[config.mk]
export PLATFORM = sky130hd
export DESIGN_NAME = mem_sched
export DESIGN_NICKNAME = d
export VERILOG_FILES = /design/src/rtl/mem_sched_pkg.sv /design/src/rtl/mem_sched_arb.sv /design/src/rtl/mem_sched.sv
export SDC_FILE = /design/constraint.sdc
export NUM_CORES = 1
export LEC_CHECK = 0
export CAP_MARGIN = 25
export CORE_MARGIN = 2
export CORE_UTILIZATION = 43
export CTS_CLUSTER_DIAMETER = 30
export DETAILED_ROUTE_END_ITERATION = 8
export PLACE_DENSITY = 0.85
export SLEW_MARGIN = 40
export SYNTH_ARGS = -nofsm -noshare
export SYNTH_HDL_FRONTEND = slang
export SYNTH_HIERARCHICAL = 1
export SYNTH_SLANG_ARGS = --single-unit
[constraint.sdc]
create_clock -name clk -period 3.3 [get_ports clk]
set_clock_uncertainty 0.2 [all_clocks]
set_input_delay 0.99 -clock clk [delete_from_list [all_inputs] [get_ports clk]]
set_output_delay 0.99 -clock clk [all_outputs]
set_load 0.01 [all_outputs]
[src/rtl/mem_sched_pkg.sv]
// Shared widths, defaults and state encoding for the RAM2 request scheduler.
package mem_sched_pkg;

  localparam int MEM_ADDR_W     = 18;
  localparam int MEM_VALUE_W    = 16;
  localparam int TIMEOUT_DEF    = 255;
  localparam int STARVE_MAX_DEF = 2;

  typedef enum logic [2:0] {
    IDLE     = 3'd0,
    EXE_ACK  = 3'd1,
    EXE_DONE = 3'd2,
    IF_ACK   = 3'd3,
    IF_DONE  = 3'd4,
    ERROR    = 3'd5
  } state_e;

  function automatic logic is_wait_state(input state_e st);
    logic res;
    case (st)
      EXE_ACK, EXE_DONE, IF_ACK, IF_DONE: res = 1'b1;
      default:                            res = 1'b0;
    endcase
    return res;
  endfunction

endpackage

[src/rtl/mem_sched_arb.sv]
// IF/EXE arbiter: EXE wins unless IF has already lost STARVE_MAX times in a row.
module mem_sched_arb
  import mem_sched_pkg::*;
#(
  parameter int STARVE_MAX = STARVE_MAX_DEF
) (
  input  logic clk,
  input  logic rst,
  input  logic arb_en,
  input  logic if_req,
  input  logic exe_req,
  output logic grant_if,
  output logic grant_exe
);

  localparam int SW = $clog2(STARVE_MAX + 2);
  localparam logic [SW-1:0] STARVE_LIM = SW'(STARVE_MAX);

  logic [SW-1:0] starve_r;

  // Grant decision, only meaningful while the scheduler is free to arbitrate.
  always_comb begin
    grant_if  = 1'b0;
    grant_exe = 1'b0;
    if (arb_en) begin
      if (exe_req && (!if_req || (starve_r < STARVE_LIM))) begin
        grant_exe = 1'b1;
      end else if (if_req) begin
        grant_if = 1'b1;
      end else begin
        grant_if = 1'b0;
      end
    end else begin
      grant_exe = 1'b0;
    end
  end

  // Count EXE wins over a waiting IF, saturating; any IF win clears it.
  always_ff @(posedge clk or negedge rst) begin
    if (!rst) begin
      starve_r <= SW'(0);
    end else if (grant_if) begin
      starve_r <= SW'(0);
    end else if (grant_exe && if_req && (starve_r < STARVE_LIM)) begin
      starve_r <= starve_r + SW'(1);
    end
  end

endmodule

[src/rtl/mem_sched.sv]
// Scheduler between the IF/EXE memory stages and the RAM2 controller:
// arbitration, done-flag handshake, ready pulses, stalls and a watchdog.
module mem_sched
  import mem_sched_pkg::*;
#(
  parameter int ADDR_W     = MEM_ADDR_W,
  parameter int DATA_W     = MEM_VALUE_W,
  parameter int STARVE_MAX = STARVE_MAX_DEF,
  parameter int TIMEOUT    = TIMEOUT_DEF
) (
  input  logic              clk,
  input  logic              rst,
  input  logic              if_req,
  input  logic [ADDR_W-1:0] if_addr,
  input  logic              exe_req,
  input  logic              exe_rd,
  input  logic              exe_wr,
  input  logic [ADDR_W-1:0] exe_addr,
  input  logic [DATA_W-1:0] exe_wdata,
  output logic              if_ready,
  output logic [DATA_W-1:0] if_rdata,
  output logic              exe_ready,
  output logic [DATA_W-1:0] exe_rdata,
  output logic              stall_if,
  output logic              stall_exe,
  output logic              be_need_if,
  output logic              be_need_exe,
  output logic              be_rd,
  output logic              be_wr,
  output logic [ADDR_W-1:0] be_addr_if,
  output logic [ADDR_W-1:0] be_addr_exe,
  output logic [DATA_W-1:0] be_wdata,
  input  logic              be_if_done,
  input  logic              be_exe_done,
  input  logic [DATA_W-1:0] be_if_data,
  input  logic [DATA_W-1:0] be_exe_data,
  output logic              err
);

  localparam int TW = $clog2(TIMEOUT + 1);
  localparam logic [TW-1:0] TMO_LAST = TW'(TIMEOUT - 1);

  state_e state_r, next_s;
  logic [TW-1:0] tmo_r;
  logic tmo_hit_s, arb_en_s, grant_if_s, grant_exe_s;
  logic latch_if_s, latch_exe_s, if_fin_s, exe_fin_s;
  logic need_if_d_s, need_exe_d_s, err_d_s;
  logic if_ready_r, exe_ready_r, be_need_if_r, be_need_exe_r, be_rd_r, be_wr_r, err_r;
  logic [DATA_W-1:0] if_rdata_r, exe_rdata_r, be_wdata_r;
  logic [ADDR_W-1:0] be_addr_if_r, be_addr_exe_r;

  // The ready cycle doubles as the mandatory idle gap before the next grant.
  assign arb_en_s  = (state_r == IDLE) && !if_ready_r && !exe_ready_r;
  assign tmo_hit_s = (tmo_r == TMO_LAST);

  mem_sched_arb #(.STARVE_MAX(STARVE_MAX)) u_arb (
    .clk       (clk),
    .rst       (rst),
    .arb_en    (arb_en_s),
    .if_req    (if_req),
    .exe_req   (exe_req),
    .grant_if  (grant_if_s),
    .grant_exe (grant_exe_s)
  );

  // State register.
  always_ff @(posedge clk or negedge rst) begin
    if (!rst) state_r <= IDLE;
    else      state_r <= next_s;
  end

  // Next-state logic; handshake progress takes precedence over the watchdog.
  always_comb begin
    next_s = state_r;
    case (state_r)
      IDLE: begin
        if (grant_exe_s)     next_s = (exe_rd == exe_wr) ? ERROR : EXE_ACK;
        else if (grant_if_s) next_s = IF_ACK;
        else                 next_s = IDLE;
      end
      EXE_ACK: begin
        if (!be_exe_done)   next_s = EXE_DONE;
        else if (tmo_hit_s) next_s = ERROR;
        else                next_s = EXE_ACK;
      end
      EXE_DONE: begin
        if (be_exe_done)    next_s = IDLE;
        else if (tmo_hit_s) next_s = ERROR;
        else                next_s = EXE_DONE;
      end
      IF_ACK: begin
        if (!be_if_done)    next_s = IF_DONE;
        else if (tmo_hit_s) next_s = ERROR;
        else                next_s = IF_ACK;
      end
      IF_DONE: begin
        if (be_if_done)     next_s = IDLE;
        else if (tmo_hit_s) next_s = ERROR;
        else                next_s = IF_DONE;
      end
      ERROR:   next_s = ERROR;
      default: next_s = ERROR;
    endcase
  end

  // Output decode: next values of the registered controls and datapath strobes.
  always_comb begin
    need_if_d_s  = (next_s == IF_ACK);
    need_exe_d_s = (next_s == EXE_ACK);
    err_d_s      = (next_s == ERROR);
    latch_if_s   = (state_r == IDLE) && (next_s == IF_ACK);
    latch_exe_s  = (state_r == IDLE) && (next_s == EXE_ACK);
    if_fin_s     = (state_r == IF_DONE) && (next_s == IDLE);
    exe_fin_s    = (state_r == EXE_DONE) && (next_s == IDLE);
  end

  // Watchdog: restarts on every state change, counts only while waiting on the backend.
  always_ff @(posedge clk or negedge rst) begin
    if (!rst) begin
      tmo_r <= TW'(0);
    end else if (next_s != state_r) begin
      tmo_r <= TW'(0);
    end else if (is_wait_state(state_r)) begin
      tmo_r <= tmo_r + TW'(1);
    end
  end

  // Registered outputs and latched backend request.
  always_ff @(posedge clk or negedge rst) begin
    if (!rst) begin
      be_need_if_r  <= 1'b0;
      be_need_exe_r <= 1'b0;
      if_ready_r    <= 1'b0;
      exe_ready_r   <= 1'b0;
      err_r         <= 1'b0;
      be_rd_r       <= 1'b0;
      be_wr_r       <= 1'b0;
      be_addr_if_r  <= {ADDR_W{1'b0}};
      be_addr_exe_r <= {ADDR_W{1'b0}};
      be_wdata_r    <= {DATA_W{1'b0}};
      if_rdata_r    <= {DATA_W{1'b0}};
      exe_rdata_r   <= {DATA_W{1'b0}};
    end else begin
      be_need_if_r  <= need_if_d_s;
      be_need_exe_r <= need_exe_d_s;
      if_ready_r    <= if_fin_s;
      exe_ready_r   <= exe_fin_s;
      err_r         <= err_d_s;
      if (latch_exe_s) begin
        be_addr_exe_r <= exe_addr;
        be_wdata_r    <= exe_wdata;
        be_rd_r       <= exe_rd;
        be_wr_r       <= exe_wr;
      end
      if (latch_if_s) be_addr_if_r <= if_addr;
      if (if_fin_s) if_rdata_r <= be_if_data;
      if (exe_fin_s && be_rd_r) exe_rdata_r <= be_exe_data;
    end
  end

  assign if_ready    = if_ready_r;
  assign exe_ready   = exe_ready_r;
  assign if_rdata    = if_rdata_r;
  assign exe_rdata   = exe_rdata_r;
  assign be_need_if  = be_need_if_r;
  assign be_need_exe = be_need_exe_r;
  assign be_rd       = be_rd_r;
  assign be_wr       = be_wr_r;
  assign be_addr_if  = be_addr_if_r;
  assign be_addr_exe = be_addr_exe_r;
  assign be_wdata    = be_wdata_r;
  assign err         = err_r;
  assign stall_if    = if_req && !if_ready_r;
  assign stall_exe   = exe_req && !exe_ready_r;

endmodule
# Word-level counts from Yosys, hierarchy flattened
# Cells that the tools add are included.
# W data, S select, Z words.
# classes
add_sub_neg	2
n_lt_le_gt_ge	1
eq_ne	10
muxes	23
reduce_logical	21
# ops
op	count
$mux W3	9
$mux W8	2
$pmux W3 S5	1
$logic_and A1 B1 Y1	12
$eq A3 B2 Y1 const B	3
$add A8 B1 Y8 const B	1
$eq A8 B8 Y1 const B	1
$mux W1	8
$eq A3 B1 Y1 const B	2
$eq A3 B3 Y1 const B	2
$logic_not A3 Y1	2
$mux W2	3
$reduce_bool A2 Y1	2
$reduce_or A4 Y1	1
$logic_not A1 Y1	3
$ne A3 B3 Y1	1
$add A2 B1 Y2 const B	1
$lt A2 B2 Y1 const B	1
$eq A1 B1 Y1	1
$logic_or A1 B1 Y1	1
# word_totals
reg_bits	104
inputBits	92
output_inout_bits	93
elab_cells	72

# Depth between registers and ports, before layout
# logic_depth
word_depth	12
mapped_depth	10
depth_no_buf	9

# By module
# The synthesis kept the hierarchy.
# by_module_without_submodules
mod	n_inst	cells_each	area_per_inst_um2	seq_area_each_um2
mem_sched	1	289	4300.4	2552.4
mem_sched_arb	1	11	110.1	50.0

# Worst setup path after synthesis
# No wires, ideal clock.
# synth_timing
kind	flip-flop to flip-flop
start	register state_r[1]
end	register be_addr_if_r[10], in the netlist be_addr_if[10]
setup_time_ns	0.125
arrival_time_ns	2.576
required_ns	2.975
setup_slack_ns	0.399
path_stages_with_launch	10
n_path_buf	2
period_less_slack_ns	2.901
path_cell_list	dfrtp_1 > buf_2 > or3_1 > nor3_1 > nand2_1 > a21oi_1 > nor2_1 > nand3_1 > buf_2 > mux2_2
# synth_between
word_cells_on_any_way	14
cone_classes	eq/ne: 5; mux: 5; reduce/logical: 4
# synth_rtl
element	line	text
start, declared	mem_sched.sv:43	state_e state_r, next_s;
start signal, assigned	mem_sched.sv:69	else state_r <= next_s;
$logic_not A3 Y1	mem_sched.sv:53	assign arb_en_s = (state_r == IDLE) && !if_ready_r && !exe_ready_r;
$logic_and A1 B1 Y1 (2 in a row)	mem_sched.sv:53	
via arb_en_s	mem_sched.sv:45	logic tmo_hit_s, arb_en_s, grant_if_s, grant_exe_s;
$mux W1	mem_sched_arb.sv:25	if (arb_en) begin
via grant_exe_s	mem_sched.sv:45	
$mux W3	mem_sched.sv:77	if (grant_exe_s) next_s = (exe_rd == exe_wr) ? ERROR : EXE_ACK;
$pmux W3 S5	mem_sched.sv:75	case (state_r)
$eq A3 B2 Y1	mem_sched.sv:111	latch_if_s = (state_r == IDLE) && (next_s == IF_ACK);
$logic_and A1 B1 Y1	mem_sched.sv:111	
end signal, assigned	mem_sched.sv:138	be_addr_if_r <= {ADDR_W{1'b0}};
end signal, assigned	mem_sched.sv:155	if (latch_if_s) be_addr_if_r <= if_addr;
end, declared	mem_sched.sv:50	logic [ADDR_W-1:0] be_addr_if_r, be_addr_exe_r;
# The timed path passes the listed nets, and every way through them passes these cells.
# A chain may end at the register's enable or synchronous reset.

# Worst setup path after layout
# layout_timing
start	input port exe_req
end	output port stall_exe
# layout_between
elab_chain_cells	1
# layout_rtl
element	line	text
start, declared	mem_sched.sv:15	input logic exe_req,
$logic_and A1 B1 Y1	mem_sched.sv:174	assign stall_exe = exe_req && !exe_ready_r;
end, declared	mem_sched.sv:25	output logic stall_exe,
# No other way between the ends.

==> metrics.md <==
| Metric | Value |
|---|---|
| Clock-pin slew on the worst setup and hold paths | 0.10 ns |
| DR DRC count | 0 |
| Area share of the largest cell type after synthesis | 59.01% |
| Layout cells sized above 1 | 20.63% |
| TritonCTS clock tree | done |
| Post-DRT Antenna Nets | 0 |
| Startpoint types | primary input |
| Gate count of the mapped netlist | 300 |
| CP Capture Type | primary output |
| Clock Sinks | 104 |
| GR Overflow Total | 0 |
| Met2 WL post-DR | 5224 µm |
| DR WL/cell | 16.46 µm |
| Post-synth top cells | dfrtp_1, mux2_2, mux2_4 |
| Metal3 WL | 833 µm |
| Ports | 185 |
| RSZ-0062 raised after global routing | false |
| Post-synthesis sequential area ratio | 59.01% |
| Max VDD drop | 0.5113 mV |
| Hold violation total from the final report | 0 |
| Critical path class | in2out |
| CP delay by family, top | buffers and inverters |
| Top-count cell post-synth | dfrtp_1 |
| Worst-Skew Late Latency | 0.35 ns |
| Top_reg_cell synth | dfrtp_1 |
| Fin. max-slew vios | 0 |
| H-Tree Depth | 3 |
| Starting Density | 44.71% |
| Reg2reg setup slack | 0.30 ns |
| Number of port buffers | 184 |
| WP data arrival | 1.90 ns |
| # Max-Cap Violations | 0 |
| Area leader, netlist | dfrtp_1 |
| Row count | 36 |
| First-pass GRT wire length | 16820 µm |
| Slew HR | 60.49% |
| Vias in the first global route | 3351 |
| Die Wd | 105.3 µm |
| Buf/Inv on CP | 2 |
| Chip height | 105.3 µm |
| N_diodes | 0 |
| Setup ws final | 0.2092 ns |
| Hold/Removal Path Class | reg2reg |
| 1st-iter DRT viols | 140 |
| Slew @ Worst Pin | 0.5778 ns |
| GP Congestion | 0.8174 |
| DP HPWL | 7939 µm |
| Router iterations before antenna repair | 5 |
| Die Area | 11080 µm² |
| Hold slack final | 0.2950 ns |
| Routed via count | 3167 |
| Top cells by area, synth | dfrtp_1, mux2_4, mux2_2 |
| Tot GR Track Use | 19.13% |
| Ys Warns | 6 |
| Fmax achieved | 0.3235 GHz |
| Top sig layer | met4 |
| #FFs+latches synth | 104 |
| Pre-CTS setup slack | -0.07578 ns |
| Number of synthesized flops with an enable pin | 0 |
| Mapped Nets | 394 |
| Post-synth cell types | 42 |
| Setup violations, final | 0 |
| Cell Chain, Critical Path | clkdlybuf4s50_1 -> nor2b_1 -> dlygate4sd2_1 |
| Fin crit share | 93.66% |
| Area of the core | 9864 µm² |
| Leakage power figure | 0.002895 µW |
| Syn_area_per_cell | 14.70 µm² |
| Clock buffer depth | 2 |
| Pin count of the biggest net entering global routing | 105 |
| Power per cell area | 856.4 nW/µm² |
| Area growth syn-to-layout | 52.28% |
| CP max FO | 2 |
| Setup Buffers After CTS | 0 |
| Ys async rst share | 100.0% |
| CP max-delay cell | clkdlybuf4s50_1 |
| Initial antenna violation count | 0 |
| Run status | finished, final reports clean |
| Drt via density | 4.972 |
| Req. time, crit path | 2.11 ns |
| Delay of the slowest critical-path stage | 0.48 ns |
| Detailed Route WL | 10480 µm |
| # fillers | 715 |
| Met1 WL | 4193 µm |
| Clk root buf | clkbuf_8 |
| Mapped cell area | 4410 µm² |
| Fin crit period | 3.091 ns |
| Final #Nets | 593 |
| Cts bufs inserted | 9 |
-- cell type report --
class                   count  area (µm²)  area share (%)
multi-input cells         179        1703           25.35
well taps                 133       166.4           2.478
flip-flops and latches    104        2603           38.75
clock buffers              10       127.6           1.900
inverters                   5       18.77          0.2794
repair buffers            200        2019           30.07
clock inverters             6       78.83           1.174
-- power breakdown --
group          switching, µW  internal [µW]
sequential               326           1840
combinational           1060           1730
clock                    437            362
-- timing repair --
| action | 4_1_cts | 5_1_grt |
|---|---|---|
| endpoints found under the setup margin | 2 | 0 |
| resized for setup | 2 | 0 |
| hold buffers | 0 | 0 |
-- metrics by stage --
stage                     power [µW]  cell area, µm²  utilization, %  TNS [ns]  instances
after floorplan                 3460            4410               -         0        300
after global placement          4886            6513           66.02  -0.03210        621
after detailed placement        5003            6513           66.02   -0.1317        621
after CTS                       5824            6716           68.09         0        637
after global routing            6104            6716           68.09         0        637
final                           5752            6716           68.09         0        637
-- worst paths after layout --
path	startpoint	cells after the start	endpoint
worst max-delay path	exe_req	3	stall_exe
worst max register to register	state_r[2]	8	be_wdata[14]
min in group asynchronous	rst	2	be_addr_if[12]
worst min register to register	exe_rdata[11]	1	exe_rdata[11]
max in group asynchronous	rst	2	be_wdata[0]
worst min-delay path	exe_rdata[11]	1	exe_rdata[11]
-- cell usage in the layout, fill, tap and decap left out, drive strengths merged --
master / n
a21oi: 5
a2111oi: 1
nor3b: 1
xor2: 2
clkdlybuf4s50: 181
bufinv: 1
a311oi: 1
mux2i: 2
nand2b: 5
buf: 17
o21ai: 2
ha: 2
or3b: 1
clkbuf: 10
o311ai: 1
inv: 6
nor2: 21
xnor2: 6
nor2b: 2
nor4: 2
nand2: 10
nand3b: 1
and2: 2
clkinv: 2
clkinvlp: 2
or2: 1
mux2: 88
a211oi: 3
dfrtp: 104
o211ai: 3
nand3: 5
nor4bb: 1
nand4: 2
and3: 2
o31ai: 1
or3: 1
nor3: 4
o2111a: 1
dlygate4sd2: 2
-- cells by family (layout without fill, tap and decap cells) --
| logic type | Yosys count | count (layout) | synth area share [%] |
|---|---|---|---|
| buf+inv | 17 | 221 | 2.752 |
| flops | 104 | 104 | 59.01 |
| compound gates | 18 | 18 | 3.234 |
| xor+xnor | 8 | 8 | 1.589 |
| simple gates | 61 | 61 | 7.376 |
| mux | 90 | 90 | 25.48 |
| fa+ha+maj | 2 | 2 | 0.5673 |
-- registers in the layout, summed over array words and instances, names as in the netlist --
signal / count
exe_ready: 1
state_r: 3
u_arb/starve_r: 2
be_need_if: 1
be_addr_exe: 18
if_rdata: 16
be_rd: 1
tmo_r: 8
if_ready: 1
be_need_exe: 1
err: 1
be_addr_if: 18
exe_rdata: 16
be_wr: 1
be_wdata: 16
-- routing by layer --
layer	vias to the layer above	GRT usage, %
met5	-	0
met4	0	6.476
met3	24	5.071
met2	165	32.95
met1	1530	23.22
li1	1448	-
Power figures use the tool's default switching activity.
